### src/rtl/rr_arb_pkg.sv
// Shared types, sizes and the round-robin winner search for the 4:1 mux arbiter.
package rr_arb_pkg;

    localparam int unsigned NUM_REQ = 4;
    localparam int unsigned SEL_W   = 2;

    typedef enum logic {
        IDLE = 1'b0,
        BUSY = 1'b1
    } state_t;

    // First requester found scanning (ptr+1), (ptr+2), (ptr+3), ptr; returns ptr if none.
    function automatic logic [SEL_W-1:0] rr_winner(input logic [NUM_REQ-1:0] req,
                                                   input logic [SEL_W-1:0]   ptr);
        logic [SEL_W-1:0] w;
        logic [SEL_W-1:0] idx;
        logic             found;
        w     = ptr;
        found = 1'b0;
        for (int unsigned k = 1; k <= NUM_REQ; k++) begin
            idx = ptr + SEL_W'(k);
            if (!found && req[idx]) begin
                w     = idx;
                found = 1'b1;
            end
        end
        return w;
    endfunction

endpackage

### src/rtl/four_onemuxes.sv
// 4:1 single-bit mux datapath: y = i[s].
module four_onemuxes (
    input  logic [1:0] s,
    input  logic [3:0] i,
    output logic       y
);

    always_comb begin
        y = 1'b0;
        case (s)
            2'd0:    y = i[0];
            2'd1:    y = i[1];
            2'd2:    y = i[2];
            default: y = i[3];
        endcase
    end

endmodule

### src/rtl/rr_mux_arbiter.sv
// Round-robin arbiter with bounded tenure that drives the select of four_onemuxes.
module rr_mux_arbiter
    import rr_arb_pkg::*;
#(
    parameter int unsigned MAX_HOLD = 4,
    parameter int unsigned CNT_W    = 4
) (
    input  logic                 clk,
    input  logic                 rst,
    input  logic [NUM_REQ-1:0]   req,
    input  logic [NUM_REQ-1:0]   i,
    output logic [NUM_REQ-1:0]   gnt,
    output logic [SEL_W-1:0]     s,
    output logic                 valid,
    output logic                 y
);

    state_t               state, state_n;
    logic [NUM_REQ-1:0]   gnt_n;
    logic [SEL_W-1:0]     s_n;
    logic                 valid_n;
    logic [SEL_W-1:0]     ptr, ptr_n;
    logic [CNT_W-1:0]     hold_cnt, hold_cnt_n;
    logic [SEL_W-1:0]     win;
    logic                 rel;
    logic                 y_raw;

    always_ff @(posedge clk or posedge rst) begin
        if (rst) begin
            state    <= IDLE;
            gnt      <= '0;
            s        <= '0;
            valid    <= 1'b0;
            ptr      <= SEL_W'(NUM_REQ - 1);
            hold_cnt <= '0;
        end else begin
            state    <= state_n;
            gnt      <= gnt_n;
            s        <= s_n;
            valid    <= valid_n;
            ptr      <= ptr_n;
            hold_cnt <= hold_cnt_n;
        end
    end

    // While BUSY, ptr and s both hold the current owner index.
    always_comb begin
        state_n    = state;
        gnt_n      = gnt;
        s_n        = s;
        valid_n    = valid;
        ptr_n      = ptr;
        hold_cnt_n = hold_cnt;
        win        = rr_winner(req, ptr);
        rel        = !req[s] || (hold_cnt == CNT_W'(MAX_HOLD));

        case (state)
            IDLE: begin
                if (|req) begin
                    state_n    = BUSY;
                    gnt_n      = NUM_REQ'(1) << win;
                    s_n        = win;
                    valid_n    = 1'b1;
                    ptr_n      = win;
                    hold_cnt_n = CNT_W'(1);
                end
            end
            BUSY: begin
                if (!rel) begin
                    hold_cnt_n = hold_cnt + CNT_W'(1);
                end else if (|req) begin
                    gnt_n      = NUM_REQ'(1) << win;
                    s_n        = win;
                    ptr_n      = win;
                    hold_cnt_n = CNT_W'(1);
                end else begin
                    state_n    = IDLE;
                    gnt_n      = '0;
                    valid_n    = 1'b0;
                    hold_cnt_n = '0;
                end
            end
            default: begin
                state_n    = IDLE;
                gnt_n      = '0;
                valid_n    = 1'b0;
                hold_cnt_n = '0;
            end
        endcase
    end

    four_onemuxes u_mux (
        .s (s),
        .i (i),
        .y (y_raw)
    );

    assign y = valid & y_raw;

endmodule

### config.mk
export PLATFORM = sky130hd
export DESIGN_NAME = rr_mux_arbiter
export DESIGN_NICKNAME = d
export VERILOG_FILES = /design/src/rtl/rr_arb_pkg.sv /design/src/rtl/four_onemuxes.sv /design/src/rtl/rr_mux_arbiter.sv
export SDC_FILE = /design/constraint.sdc
export NUM_CORES = 1
export LEC_CHECK = 0
export BUFFER_PORTS_ARGS = -buffer_cell sky130_fd_sc_hd__buf_2
export CAP_MARGIN = 30
export CORE_MARGIN = 1
export CORE_UTILIZATION = 39
export CTS_CLUSTER_DIAMETER = 60
export DETAILED_ROUTE_END_ITERATION = 10
export HOLD_SLACK_MARGIN = 0.12
export PLACE_DENSITY = 0.66
export SYNTH_ARGS = -nofsm -noshare
export SYNTH_HDL_FRONTEND = slang
export SYNTH_SLANG_ARGS = --single-unit
### constraint.sdc
create_clock -name clk -period 1.9 [get_ports clk]
set_input_delay 0.19 -clock clk [delete_from_list [all_inputs] [get_ports clk]]
set_output_delay 0.19 -clock clk [all_outputs]
set_load 0.05 [all_outputs]
## Yosys cells after proc, flatten, opt, wreduce, memory -nomap -nowiden

Cells that the tools add are included.
Widths: inputs -> output; s select.

| storage, ports and cells | value |
|---|---|
| register bits | 14 |
| bits in latches | 0 |
| memory bits (writable) | 0 |
| ROM bits | 0 |
| output and inout bits | 8 |
| logic and storage cells | 75 |
| memories | 0 |

| operators by class | value |
|---|---|
| $add $sub $neg | 4 |
| multipliers | 0 |
| divide/modulo/power cells | 0 |
| order comparisons | 5 |
| eq/ne operators | 6 |
| shift-type cells | 1 |
| mux-type cells | 39 |
| bitwise logic cells | 2 |
| reductions and logical operators | 12 |

Operators by type and width:

| cell | count |
|---|---|
| $mux 4 | 5 |
| $mux 2 | 8 |
| $pmux 4 s2 | 2 |
| $lt 2x3->1 const B | 5 |
| $mux 1 | 14 |
| $bmux 1 s2 | 5 |
| $pmux 2 s2 | 2 |
| $add 2x2->2 const B | 2 |
| $add 4x1->4 const B | 1 |
| $eq 4x3->1 const B | 1 |
| $logic_not 1->1 | 4 |
| $ne 2x2->1 const B | 2 |
| $pmux 1 s2 | 2 |
| $reduce_or 4->1 | 1 |
| $shl 1x2->4 const A | 1 |
| $logic_and 1x1->1 | 3 |
| $pmux 1 s3 | 1 |
| $reduce_and 3->1 | 1 |
| $add 2x1->2 const B | 1 |
| $eq 2x1->1 const B | 1 |
| $eq 2x2->1 const B | 1 |
| $logic_not 2->1 | 1 |
| $ne 2x1->1 const B | 1 |
| $reduce_and 2->1 | 1 |
| other kinds (3) | 3 |

## Longest topological paths before layout

| logic depth | value |
|---|---|
| depth in word-level cells | 17 |
| mapped depth | 7 |

## Cells and area by module

A second synthesis with hierarchy kept.

| unflattened totals | value |
|---|---|
| cells, all modules | 72 |
| area, all modules | 778.2 um^2 |

By module, submodules not included:

| module | times used | cells an instance | area each (um^2) |
|---|---|---|---|
| rr_mux_arbiter | 1 | 71 | 755.7 |
| four_onemuxes | 1 | 1 | 22.5 |

## Least setup slack after synthesis

OpenSTA, ideal clock, no wires.

| timing path | value |
|---|---|
| path kind | reg2reg |
| start | register s[0] |
| end | register s[1] |
| setup time | 125 ps |
| data arrival time | 1932 ps |
| slack | -157 ps |
| stages on the path, launching flop included | 4 |
| buffers on the path | 0 |
| period minus slack after synthesis | 2057 ps |
| path through | dfrtp_1 > mux4_2 > a31oi_4 > mux2_4 |

| on the way | value |
|---|---|
| cells in the longest elaborated chain, start to end | 5 |

RTL lines:

| what | line | RTL |
|---|---|---|
| start: declaration | rr_mux_arbiter.sv:13 | `output logic [SEL_W-1:0] s,` |
| start signal: assignment | rr_mux_arbiter.sv:39 | `s <= s_n;` |
| $bmux 1 s2 | rr_mux_arbiter.sv:55 | `rel = !req[s] \|\| (hold_cnt == CNT_W'(MAX_HOLD));` |
| $mux 1 (implied by the code) | rr_mux_arbiter.sv:55 |  |
| $logic_not 1->1 | rr_mux_arbiter.sv:55 |  |
| $logic_or 1x1->1 | rr_mux_arbiter.sv:55 |  |
| $ne 2x1->1 (no source line) | -- |  |

No other way between the ends. The select of a mux whose other input is x is not followed.
A chain may end at the register's enable or synchronous reset.

## Worst setup path in the final report

| timing path | value |
|---|---|
| start | register s[0] |
| end | output y |

| on the way | value |
|---|---|
| cells in the longest elaborated chain, start to end | 3 |

RTL lines:

| what | line | RTL |
|---|---|---|
| $eq 2x2->1 (tied with other cells) | four_onemuxes.sv:10 | `case (s)` |
| $pmux 1 s3 (*) | four_onemuxes.sv:10 |  |
| $and 1x1->1 (*) | rr_mux_arbiter.sv:98 | `assign y = valid & y_raw;` |
| end: declaration | rr_mux_arbiter.sv:15 | `output logic y` |

Every way passes the cells marked *; elsewhere a longest branch is shown, timed or not.

==> results.json <==
{
  "status": "finished, final reports clean",
  "grt_max_degree": 15,
  "power.density_nw_per_um2": 1640,
  "synth_top_area_share_pct": 38.4,
  "fmax_mhz": 559,
  "stdcell_count": 121,
  "max-cap-violations": 0,
  "use_met1_pct": 21.5,
  "synth-main-ff-cell": "dfrtp_1",
  "post-route-min-period_ps": 1790,
  "cts_tree": "done",
  "die_w_um": 46.8,
  "holdWs_ps": 216,
  "clk_latency_ps": 280,
  "grt_pass1_vias": 570,
  "end_kind": "primary output",
  "post_cts_resized": 0,
  "clockBufferDepth": 2,
  "crit_fanout": 4,
  "arrival_ps": 1600,
  "final_net_count": 110,
  "start_util_pct": 43.4,
  "cp.depth": 3,
  "htree_levels": 1,
  "fin_ws_ps": 111,
  "critPathKind": "flip-flop to primary output",
  "synthesis.area_um2": 782,
  "final_max_slew_viol_count": 0,
  "synth_area_leader_cell": "dfrtp_1",
  "dp_hpwl_um": 1120,
  "grt_overflow": 0,
  "grt-busiest-layer": "met2",
  "dp_cells": 116,
  "path_cells": "mux4_1, and2_1, buf_2",
  "numPortBuffers": 17,
  "cts-root-buf": "clkbuf_4",
  "clkSlewWorstSetupHoldPaths_ps": 90,
  "setup_violations": 0,
  "crit_path_top_delay_cell": "mux4_1",
  "syn_to_final_growth_pct": 21.6,
  "layout_common_cells": "buf_2, dfrtp_1, inv_1",
  "wire_per_inst_um": 12.0,
  "worstHoldPathCells": 3,
  "use_met3_pct": 5.77,
  "required_ps": 1710,
  "tns_ps": 0,
  "drtIter0Drc": 9,
  "synth_edf_count": 0,
  "vias_per_cell": 5.31,
  "place_ws_ps": 191,
  "ant_nets": 0,
  "cts_made_buffers": 3,
  "die_h_um": 46.8,
  "clock_sinks": 14,
  "pin_count": 18,
  "drt-total-wl_um": 1450,
  "syn_avg_cell_area_um2": 10.9,
  "grt_antenna_before_repair": 0,
  "rows": 15,
  "ys_seq_area_share_pct": 45.1,
  "hold_buffers": 1,
  "relSlewSlack_pct": 65.4,
  "num_vias": 642,
  "critical-path-max-stage-delay_ps": 540,
  "fin_util_pct": 52.8,
  "diodes": 0,
  "dieArea_um2": 2190,
  "grtUsageMet2_pct": 26.4,
  "timing.final.crit_share_pct": 94.1,
  "drc_errors": 0,
  "synthCells": 72,
  "synthArstFlopShare_pct": 100,
  "rsz0062_at_grt": "false",
  "drtPass1Iterations": 4,
  "hold_viol": 0,
  "clock_skew_ps": 9.92,
  "grt.total_usage_pct": 16.4,
  "ys_types": 31,
  "ys_seq_elements": 14,
  "tightest_slew_ps": 519,
  "hold_class": "input pin to flip-flop",
  "synth_nets": 85,
  "grt_pass1_wl_um": 2480,
  "critPathBufInv": 1,
  "core_um2": 1800,
  "worstSetupStartpointType": "flip-flop",
  "drive_gt1_share_pct": 30.2,
  "ir_drop_mv": 0.914,
  "layout_commonest_cell": "buf_2",
  "crit_family": "multiplexers",
  "synth_area_leaders": "dfrtp_1, dfstp_2, a32o_1, ha_1, mux2_4",
  "globalplace.congestion": 0.853,
  "leakage_nw": 0.474,
  "ff2ff_path_depth": 3,
  "yosysWarnings": 0,
  "post_cts_buffers": 0
}
[through the flow]
| step | total power [W] | cell area (um^2) |
|---|---|---|
| after floorplan | 0.00119 | 783 |
| after global placement | 0.00139 | 915 |
| after detailed placement | 0.00139 | 915 |
| after CTS | 0.00158 | 951 |
| after global routing | 0.00167 | 951 |
| final | 0.00156 | 951 |
[metal layers]
metal | routed length (um) | share of wire (%)
met1 | 675 | 47
met2 | 682 | 47
met3 | 80 | 5.5
met4 | 12 | 0.83
met5 | 0 | 0
[report_power, final]
part | switching, W | total [W] | internal, W | leakage, nW
clock | 0.0000947 | 0.000176 | 0.0000815 | 0.0150
combinational | 0.000485 | 0.000833 | 0.000349 | 0.289
sequential | 0.000115 | 0.000546 | 0.000432 | 0.169
total | 0.000694 | 0.00156 | 0.000862 | 0.474
[layout make-up]
class / instances / area, um^2
Clock buffer: 4 / 26.3
Inverter: 6 / 22.5
Tap cell: 25 / 31.3
Fill cell: 175 / 851
Sequential cell: 14 / 354
Multi-Input combinational cell: 52 / 407
Timing Repair Buffer: 20 / 110
[Yosys cell counts (all sizes together), types with 2 or more instances]
library cell	n
nand2b	2
dfrtp	12
a21o	2
mux4	2
ha	3
a31oi	2
nand2	5
o21ai	5
mux2	2
dfstp	2
nor2	5
inv	6
nand3	2
a21oi	5
a32o	4
[flip-flops by register name, summed over array words and instances, names as in the netlist]
register  cells
gnt           4
hold_cnt      4
ptr           2
s             2
state         1
valid         1
[worst min-delay path, stage by stage]
cell	delay (ps)
buf_2	120
nor2_1	50
nand2_1	100
[final timing paths]
| kind | from | to | slack (ps) |
|---|---|---|---|
| hold reg to reg | gnt[3] | gnt[3] | 510 |
| setup / recovery | s[0] | y | 110 |
| min in group asynchronous | rst | state | 470 |
| max in group asynchronous | rst | s[0] | 1050 |
| setup reg to reg | s[0] | s[1] | 180 |
| hold / removal | req[1] | state | 220 |
[logic make-up after synthesis]
group	after synthesis	share of synthesized area (%)
AOI/OAI and AO/OA	23	22.6
and+or+nand+nor	22	14.6
DFF	14	45.1
buffers and inverters	6	2.88
muxes	4	10.1
adders and majority gates	3	4.80
Note: power is estimated with default switching activity, not from simulation.
